$ cat src/rtl/wb_stage.sv
`default_nettype none
// +----------------------------------------------------------------------------+
// | Module   : wb_stage                                                        |
// | Purpose  : MEM/WB pipeline register and writeback datapath of the RV32I    |
// |            core. Captures MEM-stage results, extends load data, selects    |
// |            the writeback source and drives the register-file write port    |
// |            one cycle later. The same value is exported as a forwarding     |
// |            source for the EX-stage bypass muxes.                           |
// | Optional : WB_RETIRE_CNT_EN -- adds the instret retired-instruction        |
// |            counter port (CNT_W bits wide).                                 |
// | Ports    : clk, reset_n (sync, active-low), stall, flush                   |
// |            mem_* : MEM-stage instruction fields (valid, reg_wen, rd,       |
// |                    wb_sel, funct3, alu_result, pc_plus4, rdata)            |
// |            rf_wen / rf_addr_d / rf_data_d : register-file write port       |
// |            fwd_valid / fwd_rd / fwd_data  : forwarding source (mirrors rf) |
// |            instret : retired-instruction count (optional)                  |
// | Revision : 1.0 - initial release                                           |
// +----------------------------------------------------------------------------+
module wb_stage #(
  parameter int XLEN  = 32,
  parameter int CNT_W = 64
) (
  input  logic             clk,
  input  logic             reset_n,
  input  logic             stall,
  input  logic             flush,
  input  logic             mem_valid,
  input  logic             mem_reg_wen,
  input  logic [4:0]       mem_rd,
  input  logic [1:0]       mem_wb_sel,
  input  logic [2:0]       mem_funct3,
  input  logic [XLEN-1:0]  mem_alu_result,
  input  logic [XLEN-1:0]  mem_pc_plus4,
  input  logic [XLEN-1:0]  mem_rdata,
`ifdef WB_RETIRE_CNT_EN
  output logic [CNT_W-1:0] instret,
`endif
  output logic             rf_wen,
  output logic [4:0]       rf_addr_d,
  output logic [XLEN-1:0]  rf_data_d,
  output logic             fwd_valid,
  output logic [4:0]       fwd_rd,
  output logic [XLEN-1:0]  fwd_data
);

  localparam logic [1:0] SEL_ALU  = 2'b00;
  localparam logic [1:0] SEL_LOAD = 2'b01;
  localparam logic [1:0] SEL_PC4  = 2'b10;

  localparam logic [2:0] F3_LB  = 3'd0;
  localparam logic [2:0] F3_LH  = 3'd1;
  localparam logic [2:0] F3_LBU = 3'd4;
  localparam logic [2:0] F3_LHU = 3'd5;

  // Stage register
  logic            stage_valid;
  logic            stage_reg_wen;
  logic [4:0]      stage_rd;
  logic [1:0]      stage_wb_sel;
  logic [2:0]      stage_funct3;
  logic [XLEN-1:0] stage_alu;
  logic [XLEN-1:0] stage_pc4;
  logic [XLEN-1:0] stage_rdata;

  always_ff @(posedge clk) begin
    if (!reset_n) begin
      stage_valid   <= 1'b0;
      stage_reg_wen <= 1'b0;
      stage_rd      <= '0;
      stage_wb_sel  <= '0;
      stage_funct3  <= '0;
      stage_alu     <= '0;
      stage_pc4     <= '0;
      stage_rdata   <= '0;
    end else if (flush) begin
      // Only the valid bit matters for a squashed slot; the remaining
      // fields are left holding whatever they had.
      stage_valid   <= 1'b0;
    end else if (!stall) begin
      stage_valid   <= mem_valid;
      stage_reg_wen <= mem_reg_wen;
      stage_rd      <= mem_rd;
      stage_wb_sel  <= mem_wb_sel;
      stage_funct3  <= mem_funct3;
      stage_alu     <= mem_alu_result;
      stage_pc4     <= mem_pc_plus4;
      stage_rdata   <= mem_rdata;
    end
  end

  // Load extraction and extension, all from registered values so that
  // there is no path from mem_* to the write port.
  logic [7:0]      load_byte;
  logic [15:0]     load_half;
  logic [XLEN-1:0] load_data;
  logic [XLEN-1:0] wb_data;

  always_comb begin
    load_byte = 8'h00;
    case (stage_alu[1:0])
      2'd0:    load_byte = stage_rdata[7:0];
      2'd1:    load_byte = stage_rdata[15:8];
      2'd2:    load_byte = stage_rdata[23:16];
      default: load_byte = stage_rdata[31:24];
    endcase
    // a[0] ignored: misaligned halfwords never reach this stage
    load_half = stage_alu[1] ? stage_rdata[31:16] : stage_rdata[15:0];

    load_data = stage_rdata;
    case (stage_funct3)
      F3_LB:   load_data = {{(XLEN-8){load_byte[7]}}, load_byte};
      F3_LH:   load_data = {{(XLEN-16){load_half[15]}}, load_half};
      F3_LBU:  load_data = {{(XLEN-8){1'b0}}, load_byte};
      F3_LHU:  load_data = {{(XLEN-16){1'b0}}, load_half};
      default: load_data = stage_rdata;   // LW and the unused encodings
    endcase

    wb_data = '0;
    case (stage_wb_sel)
      SEL_ALU:  wb_data = stage_alu;
      SEL_LOAD: wb_data = load_data;
      SEL_PC4:  wb_data = stage_pc4;
      default:  wb_data = '0;             // reserved encoding writes nothing
    endcase
  end

  // x0 is hard-wired zero, and the reserved source never writes.
  logic write_en;
  assign write_en = stage_valid & stage_reg_wen & (stage_rd != 5'd0) &
                    (stage_wb_sel != 2'b11);

  assign rf_wen    = write_en;
  assign rf_addr_d = stage_rd;
  assign rf_data_d = wb_data;

  assign fwd_valid = write_en;
  assign fwd_rd    = stage_rd;
  assign fwd_data  = wb_data;

`ifdef WB_RETIRE_CNT_EN
  // An instruction retires on the edge where it leaves the stage; a stalled
  // instruction therefore counts once, a flushed one never enters.
  always_ff @(posedge clk) begin
    if (!reset_n) begin
      instret <= '0;
    end else if (stage_valid && !stall) begin
      instret <= instret + CNT_W'(1);
    end
  end
`else
  // Counter width is meaningless without the counter; keep it referenced.
  if (CNT_W < 1) begin : g_no_counter
  end
`endif

endmodule
`default_nettype wire
$ cat config.mk
export PLATFORM = sky130hd
export DESIGN_NAME = wb_stage
export DESIGN_NICKNAME = d
export VERILOG_FILES = /design/src/rtl/wb_stage.sv
export SDC_FILE = /design/constraint.sdc
export NUM_CORES = 1
export LEC_CHECK = 0
export ABC_CLOCK_PERIOD_IN_PS = 1450
export BUFFER_PORTS_ARGS = -buffer_cell sky130_fd_sc_hd__buf_4
export CORE_ASPECT_RATIO = 2
export CORE_MARGIN = 10
export CORE_UTILIZATION = 47
export CTS_BUF_LIST = sky130_fd_sc_hd__clkbuf_8
export DETAILED_ROUTE_END_ITERATION = 8
export GPL_ROUTABILITY_DRIVEN = 0
export PLACE_DENSITY = 0.78
export SLEW_MARGIN = 30
export SYNTH_ARGS = -nofsm -noshare
export SYNTH_HDL_FRONTEND = slang
export SYNTH_SLANG_ARGS = --single-unit
export TNS_END_PERCENT = 100
$ cat constraint.sdc
create_clock -name clk -period 1.45 [get_ports clk]
set_input_delay 0.2175 -clock clk [delete_from_list [all_inputs] [get_ports clk]]
set_output_delay 0.2175 -clock clk [all_outputs]
set_load 0.05 [all_outputs]
Word-level counts from Yosys, hierarchy flattened

Cells that the tools add are included.

Logic and storage cells: 32
Bits of input ports: 112
Output and inout bits: 76
Bits in registers: 108

Bitwise gates (word level): 6
Reduce and logical (&&, ||, !) cells: 6
Mux-type cells: 4
Equality and inequality tests: 8

Operators with widths:

| kind               | count |
|---|---|
| $pmux 32 s4        | 1 |
| $pmux 32 s3        | 1 |
| $pmux 8 s3         | 1 |
| $mux 16            | 1 |
| $eq 3x3->1 const B | 2 |
| $reduce_bool 5->1  | 1 |
| $eq 2x1->1 const B | 2 |
| $eq 2x2->1 const B | 2 |
| $logic_not 2->1    | 2 |
| $and 1x1->1        | 3 |
| $eq 3x1->1 const B | 1 |
| $logic_not 3->1    | 1 |
| $not 1->1          | 3 |
| $ne 2x2->1 const B | 1 |
| $reduce_and 2->1   | 1 |
| $reduce_or 2->1    | 1 |

Depth between registers and ports, before layout

Depth after elaboration: 4
Gate-level depth with buffers: 7
Gate-level depth less buffers: 4

Worst setup path after synthesis

OpenSTA, ideal clock, no wires.

Path kind: reg2out
Start: reg stage_wb_sel[0]
End: out rf_data_d[2]
Setup slack: -1,329 ps
Stages on the path, launching flop included: 6
Required time: 1,233 ps
Buffers on the path: 2
Arrival: 2,561 ps
Path through: dfxtp_1 > and2b_2 > buf_2 > o21ai_0 > o32ai_1 > buf_4

Longest elaborated chain between the ends: 2
Elaborated cells on any way between the ends: 4
Those cells by class: 2 x eq/ne; 1 x mux; 1 x reduce/logical

Ends and longest elaborated chain:

| item                                     | RTL line | RTL |
|---|---|---|
| from (decl)                              | 59       | `logic [1:0] stage_wb_sel;` |
| from (signal assigned)                   | 83       | `stage_wb_sel <= mem_wb_sel;` |
| $eq 2x2->1, or another cell as far along | 119      | `case (stage_wb_sel)` |
| $pmux 32 s3 *                            | 119      |  |
| to (decl)                                | 40       | `output logic [XLEN-1:0] rf_data_d,` |

Mark *: on every way between the ends. The rest lies on a longest branch, timed or not.

Worst setup path after layout

Start: reg stage_alu[1]
End: out rf_data_d[3]

Longest elaborated chain between the ends: 4
Elaborated cells on any way between the ends: 7
Those cells by class: 2 x eq/ne; 4 x mux; 1 x reduce/logical

Ends and longest elaborated chain:

| item                                     | RTL line | RTL |
|---|---|---|
| from (decl)                              | 61       | `logic [XLEN-1:0] stage_alu;` |
| from (signal assigned)                   | 85       | `stage_alu <= mem_alu_result;` |
| $eq 2x2->1, or another cell as far along | 100      | `case (stage_alu[1:0])` |
| $pmux 8 s3                               | 100      |  |
| $pmux 32 s4 *                            | 110      | `case (stage_funct3)` |
| $pmux 32 s3 *                            | 119      |  |

Marked as above.

==> impl_metrics.csv <==
group,metric,value,unit
run_status,status,"complete, but fails checks",
run_status,failed_checks,"setup timing",
worst_setup_path,end_kind,"primary output",
timing,clock_skew,0,ns
synthesis,ys_warn_count,0,
synthesis,ys_ff_latch,108,
grt,antenna_found_initial,0,
synthesis,synth_area_leader_cell,"dfxtp_1",
die,num_rows,56,
synthesis,syn_inst,704,
synthesis,synth_edf_count,0,
final_layout,drive_gt1_frac,0.437,
place,dp_hpwl,15.6,mm
drt,avgViaCountPerCell,5.60,
worst_setup_path,worstPathMaxFanout,8,
power,peakVddDrop,0.650,mV
die,die_y,174,µm
synthesis,synthesis.area,5580,µm²
die,die_area,16900,µm²
synthesis,synth-seq-area-share,0.387,
clock_network,cts_root_buf,"clkbuf_8",
die,design.portCount,188,
timing,fmax,0.445,GHz
die,die_w,97.1,µm
timing,whs,0.0314,ns
grt,groute.usage.overall,0.226,
drt,antenna_left,0,
drt,dr_total_vias,5950,
final_layout,regArea,2180,µm²
clock_network,h-tree-depth,3,
clock_network,cts_buffer_depth,2,
synthesis,synth_flop_cell,"dfxtp_1",
place,portBuffers,187,
die,core,11700,µm²
final_layout,postLayoutCoreUtil,0.738,
power,p_per_area,857,nW/µm²
drt,initialDrtViolationCount,349,
clock_network,cts_made_buffers,9,
final_layout,syn2layout_area_growth,54.7,%
drt,drt_wl_total,21.6,mm
synthesis,yosysTopAreaCellShare,0.387,
grt,overflow,0,
final_layout,multi_input_area,3500,µm²
synthesis,syn_area_per_cell,7.93,µm²
power,leakage,3.49,nW
worst_setup_path,cp.arrival,2.03,ns
grt,grt_pass1_wl,31.4,mm
timing,setup_slack,-0.798,ns
drt,drc_errors,0,
clock_network,clock_latency,0.38,ns
clock_network,clk_pin_slew,0.10,ns
timing,finalMaxSlewViolations,0,
timing,fin_crit_sh,1.55,
synthesis,ys_top_cells_by_area,"dfxtp_1, a21boi_0, nand2_1",
clock_network,cts_tree,"yes",
grt,grt_pass1_vias,6170,
job,max-cap-violations,0,
worst_setup_path,crit_type,"reg2out",
hold_path,hp-class,"in2reg",
drt,first_pass_iters,5,
final_layout,n_fill_cell,809,
worst_setup_path,cp-start-kind,"flop",
timing,hold_violations,0,
synthesis,synthArstFlopShare,0,
synthesis,synth_nets,816,
drt,wl_per_cell,20.4,µm
worst_setup_path,crit_required,1.23,ns
clock_network,clock-sinks,108,
place,place_ws,-0.413,ns
timing,rsz0062_at_grt,"true",
power,power.total,7.40,mW
synthesis,ys_types,39,
final_layout,final_nets,1026,
timing,tightest_slew,0.415,ns
timing,finalCriticalPeriod,2.25,ns
final_layout,diodes,0,
timing,max-slew-margin-rel,0.723,
timing,setup_viol,66,
grt,grt_max_degree,58,
die,start_util,0.477,
through the flow:
step	setup TNS [ns]	instance area [µm²]	cells
floorplan	-18.97	6120	704
global placement	-15.52	7790	1034
detailed placement	-18.48	7790	1034
CTS	-42.53	8340	1056
global route	-47.20	8630	1063
finish	-44.13	8630	1063
metal layers:
metal  global-route usage  vias to the layer above  wire length (µm)
li1                     -                     2779                 -
met1                0.214                     2831              7310
met2                0.425                      267             11800
met3               0.0488                       73              1370
met4                0.138                        0              1220
met5                    0                        -                 0
synth_stat cells, types with 9 or more instances:
cell type / instances
nand2_1: 227
a21boi_0: 116
dfxtp_1: 108
buf_4: 41
o21ai_0: 34
clkbuf_1: 31
a221oi_1: 21
buf_2: 16
a21boi_1: 13
nor2_1: 12
a21oi_1: 9
mux2i_1: 9
o22ai_1: 9
placed cells by master, fill, tap and decap left out, types with 10 or more instances in the layout:
cell type    n
buf_12      11
buf_4      225
dfxtp_1     97
nand2_1    224
a21boi_0   116
a21boi_1    12
buf_6       55
o21ai_4     19
nor2_1      10
a221oi_1    14
clkbuf_8    10
what timing repair did:
action                                  CTS  global route
pin swaps                                 4            11
endpoints found under the setup margin   66            66
cloned                                    0             1
buffers inserted                          7             8
gates resized for setup                  75            53
hold buffers                              0             0
flip-flops by register name, summed over array words and instances (netlist names):
signal	flops
stage_pc4	32
stage_rdata	32
stage_alu	32
stage_wb_sel	2
stage_funct3	3
stage_reg_wen	1
stage_valid	1
fwd_rd	5
worst max-delay path, cell delays in order (launching register included):
cell and delay [ns]:
dfxtp_4 0.38, buf_4 0.13, buf_12 0.15, inv_8 0.04, a21oi_4 0.28, o22ai_2 0.13, buf_4 0.15, o22ai_4 0.20
buf_6 0.19
power breakdown:
part           internal, mW  switching [mW]  leakage [nW]
Sequential             3.10           0.120         0.889
Clock                 0.817           0.981         0.106
Combinational          1.01            1.37          2.49
Total                  4.93            2.47          3.49
worst paths after layout:
path	from	to	slack [ns]	depth (start not counted)
worst max-delay path	stage_alu[1]	rf_data_d[3]	-0.80	8
worst min-delay path	flush	stage_valid	0.03	2
worst max register to register	stage_funct3[0]	stage_funct3[0]	0.36	3
worst min register to register	stage_alu[7]	stage_alu[7]	0.46	2
logic make-up after synthesis:
group / after synthesis / synth area share
and+or+nand+nor: 258 / 0.183
AOI/OAI and AO/OA: 223 / 0.289
DFF: 108 / 0.387
buffers and inverters: 97 / 0.104
muxes: 18 / 0.0363
cell type report:
type                       instances  area share
timing repair buffer             293       0.297
sequential                       108       0.253
tap                              145      0.0210
clock buffer                      10      0.0159
inverter                           3     0.00217
multi-input combinational        499       0.405
clock inverter                     5     0.00536
(Power assumes the default switching activity.)
